**src/rtl/kpn_pkg.sv**
```systemverilog
// Shared KPN definitions: token type and default channel sizing.
package kpn_pkg;
  localparam int KPN_TOKEN_W  = 16;
  localparam int KPN_CH_DEPTH = 8;

  typedef logic [KPN_TOKEN_W-1:0] kpn_token_t;
endpackage

```
**src/rtl/kpn_channel_mem.sv**
```systemverilog
// Channel token storage: synchronous write, asynchronous read. Contents are never cleared.
module kpn_channel_mem #(
  parameter int DATA_WIDTH = 16,
  parameter int DEPTH      = 8,
  parameter int ADDR_WIDTH = $clog2(DEPTH)
) (
  input  logic                  clk,
  input  logic                  we,
  input  logic [ADDR_WIDTH-1:0] waddr,
  input  logic [DATA_WIDTH-1:0] wdata,
  input  logic [ADDR_WIDTH-1:0] raddr,
  output logic [DATA_WIDTH-1:0] rdata
);
  logic [DEPTH-1:0][DATA_WIDTH-1:0] mem;

  always_ff @(posedge clk) begin
    if (we) mem[waddr] <= wdata;
  end

  assign rdata = mem[raddr];
endmodule

```
**src/rtl/kpn_fifo_channel.sv**
```systemverilog
// Bounded FWFT FIFO for one KPN edge; occupancy count disambiguates full/empty, sticky error flags.
module kpn_fifo_channel
  import kpn_pkg::*;
#(
  parameter int DATA_WIDTH = KPN_TOKEN_W,
  parameter int DEPTH      = KPN_CH_DEPTH
) (
  input  logic                          clk,
  input  logic                          reset,
  input  logic                          wr,
  input  logic [DATA_WIDTH-1:0]         data_in,
  output logic                          full,
  input  logic                          rd,
  output logic [DATA_WIDTH-1:0]         data_out,
  output logic                          empty,
  output logic [$clog2(DEPTH):0]        count,
  output logic                          overflow,
  output logic                          underflow
);
  localparam int ADDR_WIDTH = $clog2(DEPTH);
  localparam logic [ADDR_WIDTH-1:0] PTR_ONE  = ADDR_WIDTH'(1);
  localparam logic [ADDR_WIDTH:0]   CNT_ONE  = (ADDR_WIDTH+1)'(1);
  localparam logic [ADDR_WIDTH:0]   CNT_FULL = (ADDR_WIDTH+1)'(DEPTH);

  logic [ADDR_WIDTH-1:0] wptr, rptr;
  logic [DATA_WIDTH-1:0] head;
  logic                  wr_ok, rd_ok;

  // A full channel still takes a write when the same edge pops the head.
  assign rd_ok = rd && !empty;
  assign wr_ok = wr && (!full || rd);

  assign empty    = (count == '0);
  assign full     = (count == CNT_FULL);
  assign data_out = empty ? '0 : head;

  kpn_channel_mem #(
    .DATA_WIDTH (DATA_WIDTH),
    .DEPTH      (DEPTH),
    .ADDR_WIDTH (ADDR_WIDTH)
  ) u_mem (
    .clk   (clk),
    .we    (wr_ok),
    .waddr (wptr),
    .wdata (data_in),
    .raddr (rptr),
    .rdata (head)
  );

  always_ff @(posedge clk or posedge reset) begin
    if (reset) begin
      wptr      <= '0;
      rptr      <= '0;
      count     <= '0;
      overflow  <= 1'b0;
      underflow <= 1'b0;
    end else begin
      if (wr_ok) wptr <= wptr + PTR_ONE;
      if (rd_ok) rptr <= rptr + PTR_ONE;
      if (wr_ok && !rd_ok)      count <= count + CNT_ONE;
      else if (rd_ok && !wr_ok) count <= count - CNT_ONE;
      if (wr && !wr_ok) overflow  <= 1'b1;
      if (rd && !rd_ok) underflow <= 1'b1;
    end
  end
endmodule

```
**config.mk**
```make
export PLATFORM = sky130hd
export DESIGN_NAME = kpn_fifo_channel
export DESIGN_NICKNAME = d
export VERILOG_FILES = /design/src/rtl/kpn_pkg.sv /design/src/rtl/kpn_channel_mem.sv /design/src/rtl/kpn_fifo_channel.sv
export SDC_FILE = /design/constraint.sdc
export NUM_CORES = 1
export LEC_CHECK = 0
export BUFFER_PORTS_ARGS = -buffer_cell sky130_fd_sc_hd__buf_2
export CAP_MARGIN = 5
export CORE_UTILIZATION = 30
export DETAILED_ROUTE_END_ITERATION = 16
export GPL_ROUTABILITY_DRIVEN = 0
export HOLD_SLACK_MARGIN = 0.03
export PLACE_DENSITY = 0.43
export SLEW_MARGIN = 0
export SYNTH_ARGS = -nofsm -noshare
export SYNTH_HDL_FRONTEND = slang
export SYNTH_SLANG_ARGS = --single-unit
```
**constraint.sdc**
```tcl
create_clock -name clk -period 5.6 [get_ports clk]
set_input_delay 0.28 -clock clk [delete_from_list [all_inputs] [get_ports clk]]
set_output_delay 0.28 -clock clk [all_outputs]
set_load 0.05 [all_outputs]
```
# After elaboration in Yosys (flattened, before gate mapping)
# Index checks and enable logic that the tools add are counted.
[classes] multipliers=0 muxes=8 magnitude_cmp=3 eq_ne=1 add_sub_neg=4 div=0 reduce_logical=14 bitwise=0 shift=0
[ops] operator="$bwmux 128" n=1
[ops] operator="$bmux 16 s3" n=1
[ops] operator="$demux 16 s3" n=1
[ops] operator="$mux 16" n=3
[ops] operator="$lt 3x4->1 const B" n=2
[ops] operator="$mux 4" n=2
[ops] operator="$logic_and 1x1->1" n=7
[ops] operator="$add 3x1->3 const B" n=2
[ops] operator="$add 4x1->4 const B" n=1
[ops] operator="$eq 4x4->1 const B" n=1
[ops] operator="$logic_not 1->1" n=4
[ops] operator="$logic_not 4->1" n=1
[ops] operator="$sub 4x1->4 const B" n=1
[ops] operator="$ge 3x1->1 const B" n=1
[ops] operator="$reduce_bool 2->1" n=1
[ops] operator="$logic_or 1x1->1" n=1
[word_totals] register_bits=140 ramBits=0 wordCells=43 rom_bits=0 mem_count=0 output_inout_bits=24 inputBits=20 latch_bits=0

# Logic depth before layout (Yosys ltp)
# Gate-level depths: netlist of run 1.
[depth] depth_word=8 ltp_mapped=10 mapped_depth_nobuf=9

# Hierarchy
# From an unflattened synthesis of run 1, not the netlist that was laid out.
[hier_totals] hier_cells=272 hier_area_um2=5749.3
[modules_own_cells] module="kpn_channel_mem" cells_per_inst=198 seq_area_each_um2=3843.7 area_per_inst_um2=4973.5 instances=1
[modules_own_cells] module="kpn_fifo_channel" cells_per_inst=74 seq_area_each_um2=300.3 area_per_inst_um2=775.7 instances=1

# Least setup slack after synthesis of run 1
# No wires, ideal clock.
[synth_path] kind="register to register" start="register count[0]" end="register u_mem.mem[0] (netlist name) (enable)" synth_period_minus_slack_ps=3144 path_slack_ps=2456 n_path_buf=1 t_arrival_ps=2714 path_stages_with_launch=5 required_ps=5170 setup_ps=430 cell_sequence="dfrtp_1 or4b_1 buf_2 o21ai_4 nor4_1"
[synth_via] elab_chain_cells=4
[synth_rtl] element="from (decl)" line_no="kpn_fifo_channel.sv:16" rtl="output logic [$clog2(DEPTH):0] count,"
[synth_rtl] element="from (signal assigned)" line_no="kpn_fifo_channel.sv:60" rtl="if (wr_ok && !rd_ok) count <= count + CNT_ONE;"
[synth_rtl] element="from (signal assigned)" line_no="kpn_fifo_channel.sv:61" rtl="else if (rd_ok && !wr_ok) count <= count - CNT_ONE;"
[synth_rtl] element="$eq 4x4->1" line_no="kpn_fifo_channel.sv:34" rtl="assign full = (count == CNT_FULL);"
[synth_rtl] element="$logic_not 1->1" line_no="kpn_fifo_channel.sv:31" rtl="assign wr_ok = wr && (!full || rd);"
[synth_rtl] element="$logic_or 1x1->1" line_no="kpn_fifo_channel.sv:31"
[synth_rtl] element="$logic_and 1x1->1" line_no="kpn_fifo_channel.sv:31"
[synth_rtl] element="to (signal, indexed assignment)" line_no="kpn_channel_mem.sv:17" rtl="if (we) mem[waddr] <= wdata;"
[synth_rtl] element="to (decl)" line_no="kpn_channel_mem.sv:14" rtl="logic [DEPTH-1:0][DATA_WIDTH-1:0] mem;"
# No other way between the ends.
# A chain may end at the register's enable or synchronous reset.

# Final worst setup path of run 1
[layout_path] start="register count[0]" end="register count[3]"
[layout_via] elab_chain_cells=7 word_cells_on_any_way=16 classes_between="add/sub (2); eq/ne (1); mux (2); reduce/logical (11)"
[layout_rtl] element="$eq 4x4->1 (*)" line_no="kpn_fifo_channel.sv:34"
[layout_rtl] element="$logic_not 1->1 (*)" line_no="kpn_fifo_channel.sv:31"
[layout_rtl] element="$logic_or 1x1->1 (*)" line_no="kpn_fifo_channel.sv:31"
[layout_rtl] element="$logic_and 1x1->1 (*)" line_no="kpn_fifo_channel.sv:31"
[layout_rtl] element="via u_mem.we" line_no="kpn_channel_mem.sv:8" rtl="input logic we,"
[layout_rtl] element="$logic_not 1->1" line_no="kpn_fifo_channel.sv:61"
[layout_rtl] element="$logic_and 1x1->1" line_no="kpn_fifo_channel.sv:61"
[layout_rtl] element="$reduce_bool 2->1 (no source line)"
# Mark *: on every way through the listed nets, which the timed path passes. The rest lies on a longest branch. The select of a mux whose other input is x is not followed.

==> results of run 1 <==
## synth_stat cells, drive strengths merged
cell type / count / area share, %
a22o: 16 / 2.7
buf: 9 / 1.2
a21oi: 1 / 0.090
a211o: 1 / 0.16
mux4: 32 / 13
or4b: 1 / 0.18
clkbuf: 5 / 0.34
fa: 1 / 0.36
nand2b: 2 / 0.23
o21ai: 2 / 0.38
and2: 1 / 0.16
nand3: 2 / 0.18
or4: 2 / 0.34
nand3b: 2 / 0.27
o211ai: 2 / 0.27
nor2: 5 / 0.34
nor3: 4 / 0.36
edfxtp: 128 / 70
ha: 5 / 1.1
o221ai: 1 / 0.16
nand2: 3 / 0.20
mux2: 3 / 0.61
or3: 3 / 0.34
mux2i: 1 / 0.18
inv: 5 / 0.34
xnor2: 6 / 0.95
nor4: 1 / 0.11
dfrtp: 12 / 5.4
a21o: 3 / 0.43
## worst register-to-register path: cells and delay by family (launching register included)
| kind | cells | cell delay [ns] |
|---|---|---|
| AOI/OAI and AO/OA | 2 | 0.42 |
| adders and majority gates | 2 | 0.56 |
| buffers and inverters | 2 | 0.23 |
| DFF | 1 | 0.45 |
| and+or+nand+nor | 3 | 1.20 |
## worst max path at each step
stage | start | depth (start not counted) | slack [ns] | end
3_5_place_dp | count[0]$_DFFE_PP0P_ | 9 | 2.62 | count[3]$_DFFE_PP0P_
2_1_floorplan | count[0]$_DFFE_PP0P_ | 4 | 2.46 | u_mem.mem[0]$_DFFE_PP_
5_1_grt | count[0]$_DFFE_PP0P_ | 9 | 2.49 | count[3]$_DFFE_PP0P_
4_1_cts | rptr[0]$_DFFE_PP0P_ | 4 | 2.59 | data_out[3]
6_report | count[0]$_DFFE_PP0P_ | 9 | 2.62 | count[3]$_DFFE_PP0P_
3_3_place_gp | count[0]$_DFFE_PP0P_ | 9 | 2.71 | count[3]$_DFFE_PP0P_
## cell type report
class | instances | area [sq um] | area share, %
flip-flops and latches | 140 | 4150 | 61.9
multi-input cells | 100 | 1310 | 19.5
clock buffers | 18 | 429 | 6.41
repair buffers | 55 | 308 | 4.60
well taps | 229 | 287 | 4.28
clock inverters | 14 | 194 | 2.90
inverters | 5 | 18.8 | 0.280
diodes | 1 | 2.50 | 0.0374
## kinds of logic (layout without fill, tap and decap cells)
group,count (synthesis),after routing
compound gates,26,26
simple gates,26,26
xor+xnor,6,6
fa+ha+maj,6,6
buf+inv,19,92
other cells,0,1
flops,140,140
mux,36,36
## per-layer routing
| metal | share of wire [%] | up-vias | track usage [%] |
|---|---|---|---|
| met5 | 0 | - | 0 |
| met1 | 42 | 1408 | 15.8 |
| met2 | 52 | 47 | 22.3 |
| li1 | - | 1200 | - |
| met4 | 1.4 | 0 | 5.68 |
| met3 | 4.6 | 11 | 4.12 |
## per-stage QoR
step / instances / setup WS [ns] / util [%] / hold WS (ns)
floorplan: 259 / 2.46 / - / 0.145
finish: 562 / 2.62 / 37.1 / 0.138
global placement: 528 / 2.71 / 33.6 / 0.344
CTS: 561 / 2.59 / 37.1 / 0.120
global route: 561 / 2.49 / 37.1 / 0.126
detailed placement: 528 / 2.62 / 33.6 / 0.345
## flip-flops by register name (all words and copies together) (netlist names)
| register | cells |
|---|---|
| u_mem.mem | 128 |
| underflow | 1 |
| count | 4 |
| rptr | 3 |
| overflow | 1 |
| wptr | 3 |
## repair_timing
action | 4_1_cts | 5_1_grt
gates resized for setup | 0 | 0
endpoints found under the hold margin | 12 | 0
hold buffers | 1 | 0
## cell usage in the layout, fill, tap and decap left out, types with 2 or more instances in the layout
master      synthesis  routed
nor3_2              0       4
nand3b_1            2       2
or3_1               3       3
xnor2_1             6       6
clkbuf_16           0      17
edfxtp_1          128     128
o211ai_1            2       2
nor2_1              5       5
buf_2               6      43
dfrtp_1            12      11
nand2b_1            2       2
clkinv_2            0       2
clkinvlp_4          0       5
ha_1                5       5
buf_4               0      11
nand2_1             3       3
bufinv_16           0       4
a22o_1              9       9
clkinv_4            0       2
a22o_2              7       7
inv_1               5       5
nand3_1             2       2
mux2_2              3       3
mux4_2             32      32
a21o_1              2       2
## power by group through the flow
stage | logic (mW) | registers, mW | clock network [mW]
6_report | 1.53 | 1.44 | 1.17
5_1_grt | 1.64 | 1.47 | 1.25
4_1_cts | 1.57 | 1.45 | 1.20
3_5_place_dp | 1.57 | 1.47 | 0
3_3_place_gp | 1.56 | 1.46 | 0
2_1_floorplan | 1.17 | 1.49 | 0
==> results_dict.tcl, run 1 <==
set metrics [dict create \
    worst_ep_arrival_time_ns 3.26 \
    wl_mm 11.2 \
    r2r-start "count[0]$_DFFE_PP0P_" \
    wl_per_cell_microns 20.0 \
    cts_root_buffer "clkbuf_16" \
    crit_family "simple AND/OR/NAND/NOR gates" \
    min_from "data_in[7]" \
    setup_violations 0 \
    dpl_cell_area_sq_mm 0.00606 \
    port_buffers 43 \
    drt_first_pass_iters 4 \
    swShare_pct 36.7 \
    ys_types 35 \
    slowest_delay_ns 0.68 \
    crit_fanout 7 \
    synth-compound-area-share_pct 4.19 \
    h-tree-depth 4 \
    ant_nets 0 \
    status "finished clean" \
    synthMuxAreaShare_pct 13.8 \
    synth_xor_area_share_pct 0.950 \
    grt_overflow 0 \
    crit_path_top_delay_cell "or4b_1" \
    fmax_mhz 335 \
    clkPwrFrac_pct 28.2 \
    worstSkewPairLatency_ns 0.41 \
    rr_endpoint "count[3]$_DFFE_PP0P_" \
    antenna_found_initial 1 \
    dieArea_sq_mm 0.0190 \
    grt_pass1_vias 2907 \
    grt_pass1_wl_mm 17.1 \
    p_leak_nw 2.29 \
    drive_above_1_share_pct 41.3 \
    finalHoldViolations 0 \
    p_sw_mw 1.52 \
    final_area_sq_mm 0.00669 \
    rrSetupSlack_ns 2.62 \
    cts_tree "yes" \
    syn_to_final_growth_pct 21.0 \
    holdCritPathClass "in -> reg" \
    postCtsSetupRepairBufs 0 \
    numCtsBuffers 17 \
    routed_via_density 4.74 \
    syn_area_sq_mm 0.00553 \
    die_y_microns 138 \
    critPathKind "reg -> reg" \
    coreArea_sq_mm 0.0180 \
    min_period_ns 2.98 \
    maxCapViolCount 0 \
    syn_nets 285 \
    fin_worst_skew_ns 0.00540 \
    synth_cells 259 \
    grt_use_total_pct 13.3 \
    setup_tns_ns 0 \
    die_w_microns 138 \
    syn_area_per_cell_sq_um 21.4 \
    clockBufferDepth 2 \
    endpoint_kind "flip-flop" \
    synth-simple-area-share_pct 2.71 \
    share_seq_of_total_power_pct 34.8 \
    rows 49 \
    initial_core_util_pct 30.7 \
    drv_slew 0 \
    tightest_slew_ns 1.08 \
    crit_required_ns 5.88 \
    crit_path_cell_trace "or4b_1, o21ai_4, inv_1, ha_1, inv_1, ha_1, or4_1, nand3_1, o221ai_1" \
    drtIter0Drc 190 \
    hold_end "u_mem.mem[7]$_DFFE_PP_" \
    yosys_warnings 0 \
    rsz0062_at_grt "no" \
    clock_sinks 140 \
    synth-seq-area-share_pct 74.9 \
    whs_path_depth 1 \
    ys_ff_latch 140 \
    comb_power_share_pct 37.0 \
    pin_count 44 \
    grt_max_degree 33 \
    intPower_mw 2.62 \
    worstRegToRegCells 9 \
    num-nets-final 345 \
    ir_drop_mv 0.290 \
    hpwl_mm 6.44 \
    relSlewSlack_pct 27.1 \
    clk_pin_slew_ns 0.06 \
    crit_buf_inv 2 \
    drcViolationCount 0 \
    num-fill-cells 1692 \
    vias 2666 \
    synth_fa_ha_area_share_pct 1.49 \
    synth_top_family_by_area "multiplexers" \
    finalCritPeriodShare_pct 53.3 \
    power_density_mw_per_mm2 620 \
    startpoint_type "flip-flop" \
    total_power_mw 4.15 \
]
Note: power is estimated with default switching activity, not from simulation.
==> inputs of run 2 (changes only) <==
- clock period: 5.6 -> 3 ns (I/O delays scaled with it)
==> results_dict.tcl, run 2 (same netlist as run 1, synthesis figures left out) <==
set metrics [dict create \
    status "finished clean" \
    worstSkewPairLatency_ns 0.41 \
    crit_required_ns 3.28 \
    drv_slew 0 \
    numCtsBuffers 17 \
    worst_ep_arrival_time_ns 3.03 \
    utilization_pct 38.3 \
    setup_violations 0 \
    stdcell_count 579 \
    pin_count 44 \
    largest_reg_flops 128 \
    post-place-cells 529 \
    reg_top3 "u_mem.mem x128, count x4" \
    drt_first_pass_iters 5 \
    fmax_mhz 363 \
    vias 2745 \
    relSlewSlack_pct 65.8 \
    final_common_cell "edfxtp_1" \
    crit_path_top_delay_cell "or4b_4" \
    grt_overflow 0 \
    crit_family "simple AND/OR/NAND/NOR gates" \
    maxCapViolCount 0 \
    grt_pass1_wl_mm 17.3 \
    antenna_found_initial 0 \
    crit_start "count[0]$_DFFE_PP0P_" \
    grt_use_total_pct 13.2 \
    routed_via_density 4.74 \
    hpwl_mm 6.32 \
    clk_pin_slew_ns 0.06 \
    grt_max_degree 33 \
    layout_common_cells "edfxtp_1, buf_2, mux4_2, dlygate4sd3_1, clkbuf_16" \
    slowest_delay_ns 0.62 \
    holdCritPathClass "in -> reg" \
    holdWs_ns 0.0915 \
    die_y_microns 138 \
    finalCritPeriodShare_pct 91.8 \
    drcViolationCount 0 \
    rsz0062_at_grt "no" \
    critPathKind "reg -> reg" \
    crit_path_cell_trace "or4b_4, o21ai_4, inv_1, ha_1, inv_1, ha_1, or4_1, nand3_1, o221ai_1" \
    final_area_sq_mm 0.00690 \
    initial_core_util_pct 30.7 \
    fin_worst_skew_ns 0.00542 \
    pre_cts_slack_ns 0.188 \
    p_leak_nw 2.37 \
    ant_nets 0 \
    num-nets-final 363 \
    crit_fanout 6 \
    top_register "u_mem.mem" \
    startpoint_type "flip-flop" \
    wl_per_cell_microns 19.6 \
    cts_tree "yes" \
    rows 49 \
    crit_buf_inv 2 \
    dpl_cell_area_sq_mm 0.00610 \
    die_w_microns 138 \
    dieArea_sq_mm 0.0190 \
    finalHoldViolations 0 \
    clock_sinks 140 \
    tightest_slew_ns 0.513 \
    total_power_mw 7.77 \
    grt_pass1_vias 2966 \
    power_density_mw_per_mm2 1130 \
    h-tree-depth 4 \
    clockBufferDepth 2 \
    r2r-start "count[0]$_DFFE_PP0P_" \
    n_antenna_cell 0 \
    min_period_ns 2.75 \
    postCtsSetupRepairBufs 0 \
    min_from "rd" \
    port_buffers 43 \
    drtIter0Drc 116 \
    syn_to_final_growth_pct 24.8 \
    cts_root_buffer "clkbuf_16" \
    endpoint_kind "flip-flop" \
    coreArea_sq_mm 0.0180 \
    wl_mm 11.3 \
    drive_above_1_share_pct 40.9 \
    layout_setup_ws_ns 0.246 \
    ir_drop_mv 0.676 \
    setup_tns_ns 0 \
]
run 2: changes by cell type in the layout (fill, tap and decap cells not counted), moves of 2 or more:
| cell | previous run | this run |
|---|---|---|
| buf_12 | 0 | 2 |
| inv_6 | 1 | 5 |
| nor2_2 | 0 | 3 |
| nor2_1 | 5 | 2 |
| dlygate4sd3_1 | 1 | 18 |
run 2: what timing repair did:
action / in CTS / in global routing
hold buffers: 18 / 0
endpoints found under the setup margin: 0 / 1
gates resized for setup: 0 / 1
endpoints found under the hold margin: 141 / 0
run 2: path summary, 6_finish.rpt:
| check | to | slack (ns) | cells past startpoint |
|---|---|---|---|
| hold / removal | underflow$_DFFE_PP0P_ | 0.09 | 2 |
| setup / recovery | count[3]$_DFFE_PP0P_ | 0.25 | 9 |
| hold reg to reg | underflow$_DFFE_PP0P_ | 0.45 | 1 |
| max in group asynchronous | rptr[0]$_DFFE_PP0P_ | 2.32 | 3 |
| setup reg to reg | count[3]$_DFFE_PP0P_ | 0.25 | 9 |
| min in group asynchronous | overflow$_DFFE_PP0P_ | 0.31 | 3 |
run 2: per-layer routing:
metal	track usage, %	up-vias	share of wire [%]
met5	0	-	0
met4	4.89	0	1.1
met3	4.12	9	3.9
met2	21.0	55	49
met1	16.8	1449	46
li1	-	1232	-
run 2: final cells by class:
type / count / area (sq um)
fillers: 1692 / 11100
flip-flops and latches: 140 / 4150
multi-input cells: 100 / 1330
repair buffers: 73 / 510
clock buffers: 17 / 425
well taps: 229 / 287
clock inverters: 15 / 186
inverters: 5 / 18.8
run 2: where the power goes:
| part | leakage [nW] | internal [mW] | total (mW) | switching (mW) |
|---|---|---|---|---|
| Clock | 0.287 | 1.32 | 2.14 | 0.824 |
| Combinational | 0.784 | 1.07 | 2.92 | 1.85 |
| Sequential | 1.30 | 2.49 | 2.70 | 0.212 |
| Total | 2.37 | 4.88 | 7.77 | 2.89 |
run 2: worst reg2reg max path, delay by kind of cell (launching register included):
| kind | cells | cell delay, ns |
|---|---|---|
| flip-flops | 1 | 0.45 |
| AND/OR/NAND/NOR | 3 | 1.16 |
| buffers and inverters | 2 | 0.21 |
| adder cells (fa/ha/maj) | 2 | 0.55 |
| AO/OA/AOI/OAI | 2 | 0.27 |
